## src/rtl/user_tlp_decoder.sv

```systemverilog
// ---------------------------------------------------------------------------
// user_tlp_decoder
//
// Requester Completion (RC) receive path. It parses completion TLPs arriving
// on the core's 64-bit AXI-Stream RC interface and does three things:
//   - latches the completion descriptor fields,
//   - realigns the payload, which starts at DW3, into DW-aligned 64-bit words,
//   - reports the end of each completion with aggregated error status.
// This is the counterpart of the RQ encoder: it returns MemRd data to the
// controller by tag.
//
// Ports
//   user_clk, reset_n        clock; asynchronous active-low reset
//   m_axis_rc_tdata/tkeep    RC beat data / per-DW valid
//   m_axis_rc_tlast/tvalid   last beat of TLP / beat valid
//   m_axis_rc_tuser          sideband; only [42] (discontinue) is used
//   m_axis_rc_tready         ready to the core (low for the flush cycle)
//   rx_data/rx_keep          realigned payload word ([31:0] = earlier DW)
//   rx_data_valid            one-cycle strobe per payload word
//   rx_tag .. rx_req_completed  descriptor fields, held until the next TLP
//   rx_done                  one-cycle end-of-TLP strobe
//   rx_error/rx_malformed    status qualified by rx_done
// ---------------------------------------------------------------------------
module user_tlp_decoder #(
    parameter int C_DATA_WIDTH        = 64,
    parameter int KEEP_WIDTH          = C_DATA_WIDTH / 32,
    parameter int AXI4_RC_TUSER_WIDTH = 75
) (
    input  logic                           user_clk,
    input  logic                           reset_n,
    input  logic [C_DATA_WIDTH-1:0]        m_axis_rc_tdata,
    input  logic [KEEP_WIDTH-1:0]          m_axis_rc_tkeep,
    input  logic                           m_axis_rc_tlast,
    input  logic                           m_axis_rc_tvalid,
    input  logic [AXI4_RC_TUSER_WIDTH-1:0] m_axis_rc_tuser,
    output logic                           m_axis_rc_tready,
    output logic [C_DATA_WIDTH-1:0]        rx_data,
    output logic [KEEP_WIDTH-1:0]          rx_keep,
    output logic                           rx_data_valid,
    output logic [7:0]                     rx_tag,
    output logic [11:0]                    rx_addr_low,
    output logic [12:0]                    rx_byte_count,
    output logic [10:0]                    rx_dw_count,
    output logic [2:0]                     rx_status,
    output logic                           rx_req_completed,
    output logic                           rx_done,
    output logic                           rx_error,
    output logic                           rx_malformed
);

    typedef enum logic [1:0] {
        ST_IDLE  = 2'd0,
        ST_HDR2  = 2'd1,
        ST_DATA  = 2'd2,
        ST_FLUSH = 2'd3
    } state_e;

    state_e      state_q, state_d;
    logic [11:0] addr_low_q, addr_low_d;
    logic [3:0]  err_code_q, err_code_d;
    logic [12:0] byte_count_q, byte_count_d;
    logic        req_completed_q, req_completed_d;
    logic [10:0] dw_count_q, dw_count_d;
    logic [2:0]  status_q, status_d;
    logic        poisoned_q, poisoned_d;
    logic [7:0]  tag_q, tag_d;
    logic [31:0] held_q, held_d;
    logic        held_valid_q, held_valid_d;
    logic [10:0] dw_rcvd_q, dw_rcvd_d;
    logic        disc_q, disc_d;
    logic [63:0] rx_data_q, rx_data_d;
    logic [1:0]  rx_keep_q, rx_keep_d;
    logic        rx_data_valid_q, rx_data_valid_d;
    logic        rx_done_q, rx_done_d;
    logic        rx_error_q, rx_error_d;
    logic        rx_malformed_q, rx_malformed_d;

    logic        accept;
    logic        disc_beat;
    logic        desc_err;
    logic [10:0] keep_cnt;

    // Only the discontinue bit of tuser matters; fold the rest into a sink.
    logic unused_tuser;
    assign unused_tuser = ^{m_axis_rc_tuser[AXI4_RC_TUSER_WIDTH-1:43],
                            m_axis_rc_tuser[41:0]};

    // Ready is gated by reset_n so the core sees tready = 0 while in reset.
    assign m_axis_rc_tready = reset_n && (state_q != ST_FLUSH);
    assign accept           = m_axis_rc_tvalid && m_axis_rc_tready;
    assign disc_beat        = m_axis_rc_tuser[42];
    assign keep_cnt         = {10'd0, m_axis_rc_tkeep[0]} + {10'd0, m_axis_rc_tkeep[1]};

    // Error sources fixed by the descriptor once beat 0 has been latched.
    assign desc_err = (status_q != 3'd0) || poisoned_q || (err_code_q != 4'd0);

    // NOTE: combinational next-state logic uses blocking assignments and
    // gives every variable a default first so no latch can be inferred.
    always_comb begin
        state_d         = state_q;
        addr_low_d      = addr_low_q;
        err_code_d      = err_code_q;
        byte_count_d    = byte_count_q;
        req_completed_d = req_completed_q;
        dw_count_d      = dw_count_q;
        status_d        = status_q;
        poisoned_d      = poisoned_q;
        tag_d           = tag_q;
        held_d          = held_q;
        held_valid_d    = held_valid_q;
        dw_rcvd_d       = dw_rcvd_q;
        disc_d          = disc_q;
        rx_data_d       = rx_data_q;
        rx_keep_d       = rx_keep_q;
        rx_data_valid_d = 1'b0;
        rx_done_d       = 1'b0;
        rx_error_d      = rx_error_q;
        rx_malformed_d  = rx_malformed_q;

        unique case (state_q)
            ST_IDLE: begin
                if (accept) begin
                    addr_low_d      = m_axis_rc_tdata[11:0];
                    err_code_d      = m_axis_rc_tdata[15:12];
                    byte_count_d    = m_axis_rc_tdata[28:16];
                    req_completed_d = m_axis_rc_tdata[30];
                    dw_count_d      = m_axis_rc_tdata[42:32];
                    status_d        = m_axis_rc_tdata[45:43];
                    poisoned_d      = m_axis_rc_tdata[46];
                    dw_rcvd_d       = 11'd0;
                    held_valid_d    = 1'b0;
                    disc_d          = disc_beat;
                    if (m_axis_rc_tlast) begin
                        // A TLP ending on its first beat has no DW2 and no tag.
                        rx_done_d      = 1'b1;
                        rx_error_d     = 1'b1;
                        rx_malformed_d = 1'b1;
                    end else begin
                        state_d = ST_HDR2;
                    end
                end
            end

            ST_HDR2: begin
                if (accept) begin
                    tag_d  = m_axis_rc_tdata[7:0];
                    disc_d = disc_q || disc_beat;
                    if (m_axis_rc_tkeep[1]) begin
                        // DW3 is the first payload DW; park it until its pair arrives.
                        held_d       = m_axis_rc_tdata[63:32];
                        held_valid_d = 1'b1;
                        dw_rcvd_d    = 11'd1;
                    end
                    if (!m_axis_rc_tlast) begin
                        state_d = ST_DATA;
                    end else if (held_valid_d) begin
                        state_d = ST_FLUSH;
                    end else begin
                        rx_done_d      = 1'b1;
                        rx_error_d     = desc_err || disc_d || (dw_rcvd_d != dw_count_q);
                        rx_malformed_d = 1'b0;
                        state_d        = ST_IDLE;
                    end
                end
            end

            ST_DATA: begin
                if (accept) begin
                    disc_d    = disc_q || disc_beat;
                    dw_rcvd_d = dw_rcvd_q + keep_cnt;
                    if (m_axis_rc_tkeep != 2'b00) begin
                        rx_data_valid_d = 1'b1;
                        if (held_valid_q) begin
                            // Pair the parked DW with the low DW of this beat.
                            rx_data_d = {m_axis_rc_tdata[31:0], held_q};
                            rx_keep_d = 2'b11;
                            if (m_axis_rc_tkeep[1]) begin
                                held_d = m_axis_rc_tdata[63:32];
                            end else begin
                                held_valid_d = 1'b0;
                            end
                        end else begin
                            rx_data_d = m_axis_rc_tdata;
                            rx_keep_d = m_axis_rc_tkeep;
                        end
                    end
                    if (m_axis_rc_tlast) begin
                        if (held_valid_d) begin
                            state_d = ST_FLUSH;
                        end else begin
                            rx_done_d      = 1'b1;
                            rx_error_d     = desc_err || disc_d || (dw_rcvd_d != dw_count_q);
                            rx_malformed_d = 1'b0;
                            state_d        = ST_IDLE;
                        end
                    end
                end
            end

            ST_FLUSH: begin
                // tready is low here, so no beat can be accepted this cycle.
                rx_data_d       = {32'h0, held_q};
                rx_keep_d       = 2'b01;
                rx_data_valid_d = 1'b1;
                rx_done_d       = 1'b1;
                rx_error_d      = desc_err || disc_q || (dw_rcvd_q != dw_count_q);
                rx_malformed_d  = 1'b0;
                held_valid_d    = 1'b0;
                state_d         = ST_IDLE;
            end

            default: state_d = ST_IDLE;
        endcase
    end

    // NOTE: sequential state is updated only with non-blocking assignments.
    always_ff @(posedge user_clk or negedge reset_n) begin
        if (!reset_n) begin
            state_q         <= ST_IDLE;
            addr_low_q      <= '0;
            err_code_q      <= '0;
            byte_count_q    <= '0;
            req_completed_q <= 1'b0;
            dw_count_q      <= '0;
            status_q        <= '0;
            poisoned_q      <= 1'b0;
            tag_q           <= '0;
            held_q          <= '0;
            held_valid_q    <= 1'b0;
            dw_rcvd_q       <= '0;
            disc_q          <= 1'b0;
            rx_data_q       <= '0;
            rx_keep_q       <= '0;
            rx_data_valid_q <= 1'b0;
            rx_done_q       <= 1'b0;
            rx_error_q      <= 1'b0;
            rx_malformed_q  <= 1'b0;
        end else begin
            state_q         <= state_d;
            addr_low_q      <= addr_low_d;
            err_code_q      <= err_code_d;
            byte_count_q    <= byte_count_d;
            req_completed_q <= req_completed_d;
            dw_count_q      <= dw_count_d;
            status_q        <= status_d;
            poisoned_q      <= poisoned_d;
            tag_q           <= tag_d;
            held_q          <= held_d;
            held_valid_q    <= held_valid_d;
            dw_rcvd_q       <= dw_rcvd_d;
            disc_q          <= disc_d;
            rx_data_q       <= rx_data_d;
            rx_keep_q       <= rx_keep_d;
            rx_data_valid_q <= rx_data_valid_d;
            rx_done_q       <= rx_done_d;
            rx_error_q      <= rx_error_d;
            rx_malformed_q  <= rx_malformed_d;
        end
    end

    assign rx_data          = rx_data_q;
    assign rx_keep          = rx_keep_q;
    assign rx_data_valid    = rx_data_valid_q;
    assign rx_tag           = tag_q;
    assign rx_addr_low      = addr_low_q;
    assign rx_byte_count    = byte_count_q;
    assign rx_dw_count      = dw_count_q;
    assign rx_status        = status_q;
    assign rx_req_completed = req_completed_q;
    assign rx_done          = rx_done_q;
    assign rx_error         = rx_error_q;
    assign rx_malformed     = rx_malformed_q;

endmodule
```

## config.mk

```make
export PLATFORM = sky130hd
export DESIGN_NAME = user_tlp_decoder
export DESIGN_NICKNAME = d
export VERILOG_FILES = /design/src/rtl/user_tlp_decoder.sv
export SDC_FILE = /design/constraint.sdc
export NUM_CORES = 1
export LEC_CHECK = 0
export ABC_CLOCK_PERIOD_IN_PS = 3000
export CAP_MARGIN = 0
export CORE_ASPECT_RATIO = 2
export CORE_MARGIN = 2
export CORE_UTILIZATION = 48
export CTS_BUF_LIST = sky130_fd_sc_hd__clkbuf_4 sky130_fd_sc_hd__clkbuf_8
export DETAILED_ROUTE_END_ITERATION = 10
export PLACE_DENSITY_LB_ADDON = 0.2
export SYNTH_ARGS = -nofsm -noshare
export SYNTH_HDL_FRONTEND = slang
export SYNTH_SLANG_ARGS = --single-unit
```

## constraint.sdc

```tcl
create_clock -name user_clk -period 3 [get_ports user_clk]
set_clock_uncertainty 0.15 [all_clocks]
set_input_delay 0.3 -clock user_clk [delete_from_list [all_inputs] [get_ports user_clk]]
set_output_delay 0.3 -clock user_clk [all_outputs]
set_load 0.01 [all_outputs]
```

==> out/metrics.json <==
{
  "ant_nets": 0,
  "die_y_um": 187,
  "clkTransAtPathRegs_ps": 100,
  "drt-wirelength-per-cell_um": 19.2,
  "clock_tree_from_tritoncts": "yes",
  "synthToLayoutAreaGrowth_pct": 33.1,
  "finalWeightedCongestion": 0.882,
  "clock.fmax_mhz": 380,
  "post_synth_inst_count": 709,
  "setup_repair_after_global_routing_missed_its_margin": "no",
  "min-delay-path-class": "in -> async",
  "fraction_of_layout_cells_with_a_size_suffix_above_1": 0.177,
  "setup_total_negative_slack_ps": 0,
  "io_pins": 264,
  "synthesis.area_um2": 8040,
  "timing.critical_path.to_type": "register",
  "clkLatencyLatePin_ps": 460,
  "floorplan.core_area_um2": 16600,
  "detailedRoute.firstIterationViolations": 332,
  "floorplan.die.width_um": 95.5,
  "worst_hold_slack_ps": 74.4,
  "worstPathCellList": "fa_1, ha_1, and4_1, nand4_1, xor2_1, mux2i_1, o21ai_1, nor4b_1, a21oi_1",
  "gr_ovfl_total": 0,
  "grt_pass1_vias": 6405,
  "ys_seq_area_frac": 0.529,
  "dpl.cell_count": 1085,
  "cp_data_required_time_ps": 3190,
  "port_buffers": 189,
  "detailed_place_hpwl_um": 14600,
  "power_per_cell_area_nw_per_um2": 1010,
  "cts_root_buffer": "sky130_fd_sc_hd__clkbuf_8",
  "outcome": "completed",
  "postSynth.topFlopCell": "sky130_fd_sc_hd__dfrtp_1",
  "synth_nets": 861,
  "vias_per_cell": 5.62,
  "timing.critical_path.arrival_ps": 2820,
  "route.final.wire_length_um": 21500,
  "largest_stage_delay_on_the_critical_path_ps": 450,
  "post-route-period-util": 0.876,
  "drt_pre_antenna_iters": 6,
  "share_of_async_settable_or_async_resettable_flops_after_synthesis": 1.00,
  "grt_max_degree": 82,
  "num_vias": 6282,
  "setup.worst_path.start_class": "register",
  "routed-wl-met2_um": 9950,
  "clock_tree.buffer_depth": 2,
  "cts_inserted_buffers": 17,
  "grt_antenna_before_repair": 0,
  "synth_edf_count": 0,
  "fp.dieArea_um2": 17900,
  "num_antenna_cells": 0,
  "crit_slowest_cell": "sky130_fd_sc_hd__dfrtp_1",
  "finalNonFillerCells": 1118,
  "detail_route.wirelength.met1_um": 9380,
  "ff2ff_path_depth": 9,
  "synth_cell_types": 49,
  "cell_leakage_power_nw": 4.59,
  "relative_slew_slack": 0.315,
  "worst-path-max-fanout": 4,
  "setup_viol": 0,
  "final_hold_viol_count": 0,
  "nets": 1050,
  "gr-usage-all-layers": 0.247,
  "design_area_um2": 10700,
  "timing_max_transition_violations_final": 0,
  "path_class": "reg -> reg",
  "maxUsedRoutingLayer": "met4",
  "h_tree_depth": 4,
  "synth.avg_cell_area_um2": 11.3,
  "site_row_count": 67,
  "detailroute.wirelength.met3_um": 1910,
  "timing.max_cap.violations": 0,
  "first_pass_grt_wire_length_um": 34100,
  "fin_crit_ps": 2630,
  "synth-seq-cells": 170,
  "final_core_utilization": 0.645,
  "post_dp_cell_area_um2": 10300,
  "synth_warnings": 0,
  "max_slew.worst_pin.slew_ps": 1030,
  "drcViolationCount": 0,
  "clkSinkCount": 170,
  "initial_core_util": 0.484,
  "peakVddDrop_uv": 563
}
-- stage by stage --
stage / setup slack (ps) / total power [mW]
2_1_floorplan: 425 / 6.62
3_3_place_gp: 24.0 / 9.10
3_5_place_dp: -9.90 / 9.23
4_1_cts: 372 / 10.9
5_1_grt: 183 / 11.5
6_report: 372 / 10.8
-- critical path: cells and delay by family (launching register included) --
kind | cells | cell delay, ps
mux | 1 | 220
fa+ha+maj | 2 | 640
xor+xnor | 1 | 230
compound gates | 2 | 180
simple gates | 3 | 660
flops | 1 | 450
-- cell families (layout without fill, tap and decap cells) --
family | after synthesis | count (layout) | share of synthesized area
flip-flops | 170 | 170 | 0.529
adder cells (fa/ha/maj) | 7 | 7 | 0.0118
AO/OA/AOI/OAI | 140 | 140 | 0.107
buffers and inverters | 59 | 261 | 0.0308
multiplexers | 154 | 154 | 0.205
AND/OR/NAND/NOR | 155 | 155 | 0.0899
XOR/XNOR | 24 | 24 | 0.0261
-- placed cells by master (no fill, tap or decap), types with 23 or more instances in the layout --
cell,synthesis,layout
sky130_fd_sc_hd__a21oi_1,54,53
sky130_fd_sc_hd__buf_4,2,23
sky130_fd_sc_hd__nor2_1,50,49
sky130_fd_sc_hd__mux2_2,87,87
sky130_fd_sc_hd__nand2_1,59,58
sky130_fd_sc_hd__o31ai_1,35,35
sky130_fd_sc_hd__o21ai_0,24,24
sky130_fd_sc_hd__dfrtp_1,170,169
sky130_fd_sc_hd__mux2i_1,67,67
sky130_fd_sc_hd__clkdlybuf4s50_1,0,188
-- per-layer routing --
metal | vias up | track usage
met5 | - | 0
met3 | 18 | 0.0766
met4 | 0 | 0.0637
met2 | 248 | 0.386
met1 | 3109 | 0.336
li1 | 2907 | -
-- cell type report --
cell class | instances | area (um2)
fillers | 1368 | 5900
inverters | 12 | 45.0
clock inverters | 14 | 156
repair buffers | 217 | 2160
multi-input cells | 480 | 3580
clock buffers | 18 | 248
well taps | 207 | 259
flip-flops and latches | 170 | 4260
-- what timing repair did --
action                    CTS  global route
hold buffers                1             0
gates resized for setup     0             0
buffers inserted            0             0
hold endpoints to repair   40             0
-- state kept, by name, summed over array words and instances, names as in the netlist, 2 cells and up --
| register | count |
|---|---|
| state_q | 2 |
| rx_tag | 8 |
| rx_keep | 2 |
| rx_dw_count | 11 |
| rx_byte_count | 13 |
| rx_addr_low | 12 |
| rx_status | 3 |
| rx_data | 64 |
| held_q | 32 |
| err_code_q | 4 |
| dw_rcvd_q | 11 |
-- cell usage after synthesis, drive strengths merged (2+ instances only) --
cell | number | share of area
o31ai | 35 | 0.033
a22oi | 4 | 0.0037
nand2 | 59 | 0.028
nand2b | 6 | 0.0047
ha | 6 | 0.0093
inv | 12 | 0.0056
nor4 | 3 | 0.0031
a21oi | 54 | 0.034
clkbuf | 19 | 0.0089
mux2 | 87 | 0.12
nor2 | 50 | 0.023
nand4 | 7 | 0.0062
nand3b | 2 | 0.0019
a22o | 3 | 0.0033
xnor2 | 22 | 0.024
o21ai | 27 | 0.017
xor2 | 2 | 0.0022
o22ai | 2 | 0.0016
mux2i | 67 | 0.083
dfrtp | 170 | 0.53
or2 | 2 | 0.0016
nor2b | 3 | 0.0023
nor3 | 8 | 0.0056
nand3 | 8 | 0.0056
a21o | 5 | 0.0047
buf | 28 | 0.016
a31oi | 4 | 0.0031
-- worst paths after layout --
kind                         startpoint           end  slack [ps]
setup / recovery           dw_rcvd_q[0]      rx_error         370
hold reg to reg             rx_data[53]   rx_data[53]         340
setup reg to reg           dw_rcvd_q[0]      rx_error         370
max in group asynchronous       reset_n  held_valid_q        1270
min in group user_clk       rx_data[53]   rx_data[53]         340
hold / removal                  reset_n   rx_data[60]          70
-- report_power, final --
group,total (mW),switching [mW],internal (mW)
registers,4.04,0.695,3.34
logic,5.15,2.40,2.75
clock network,1.66,0.943,0.715
total,10.8,4.03,6.81
Power figures use the tool's default switching activity.
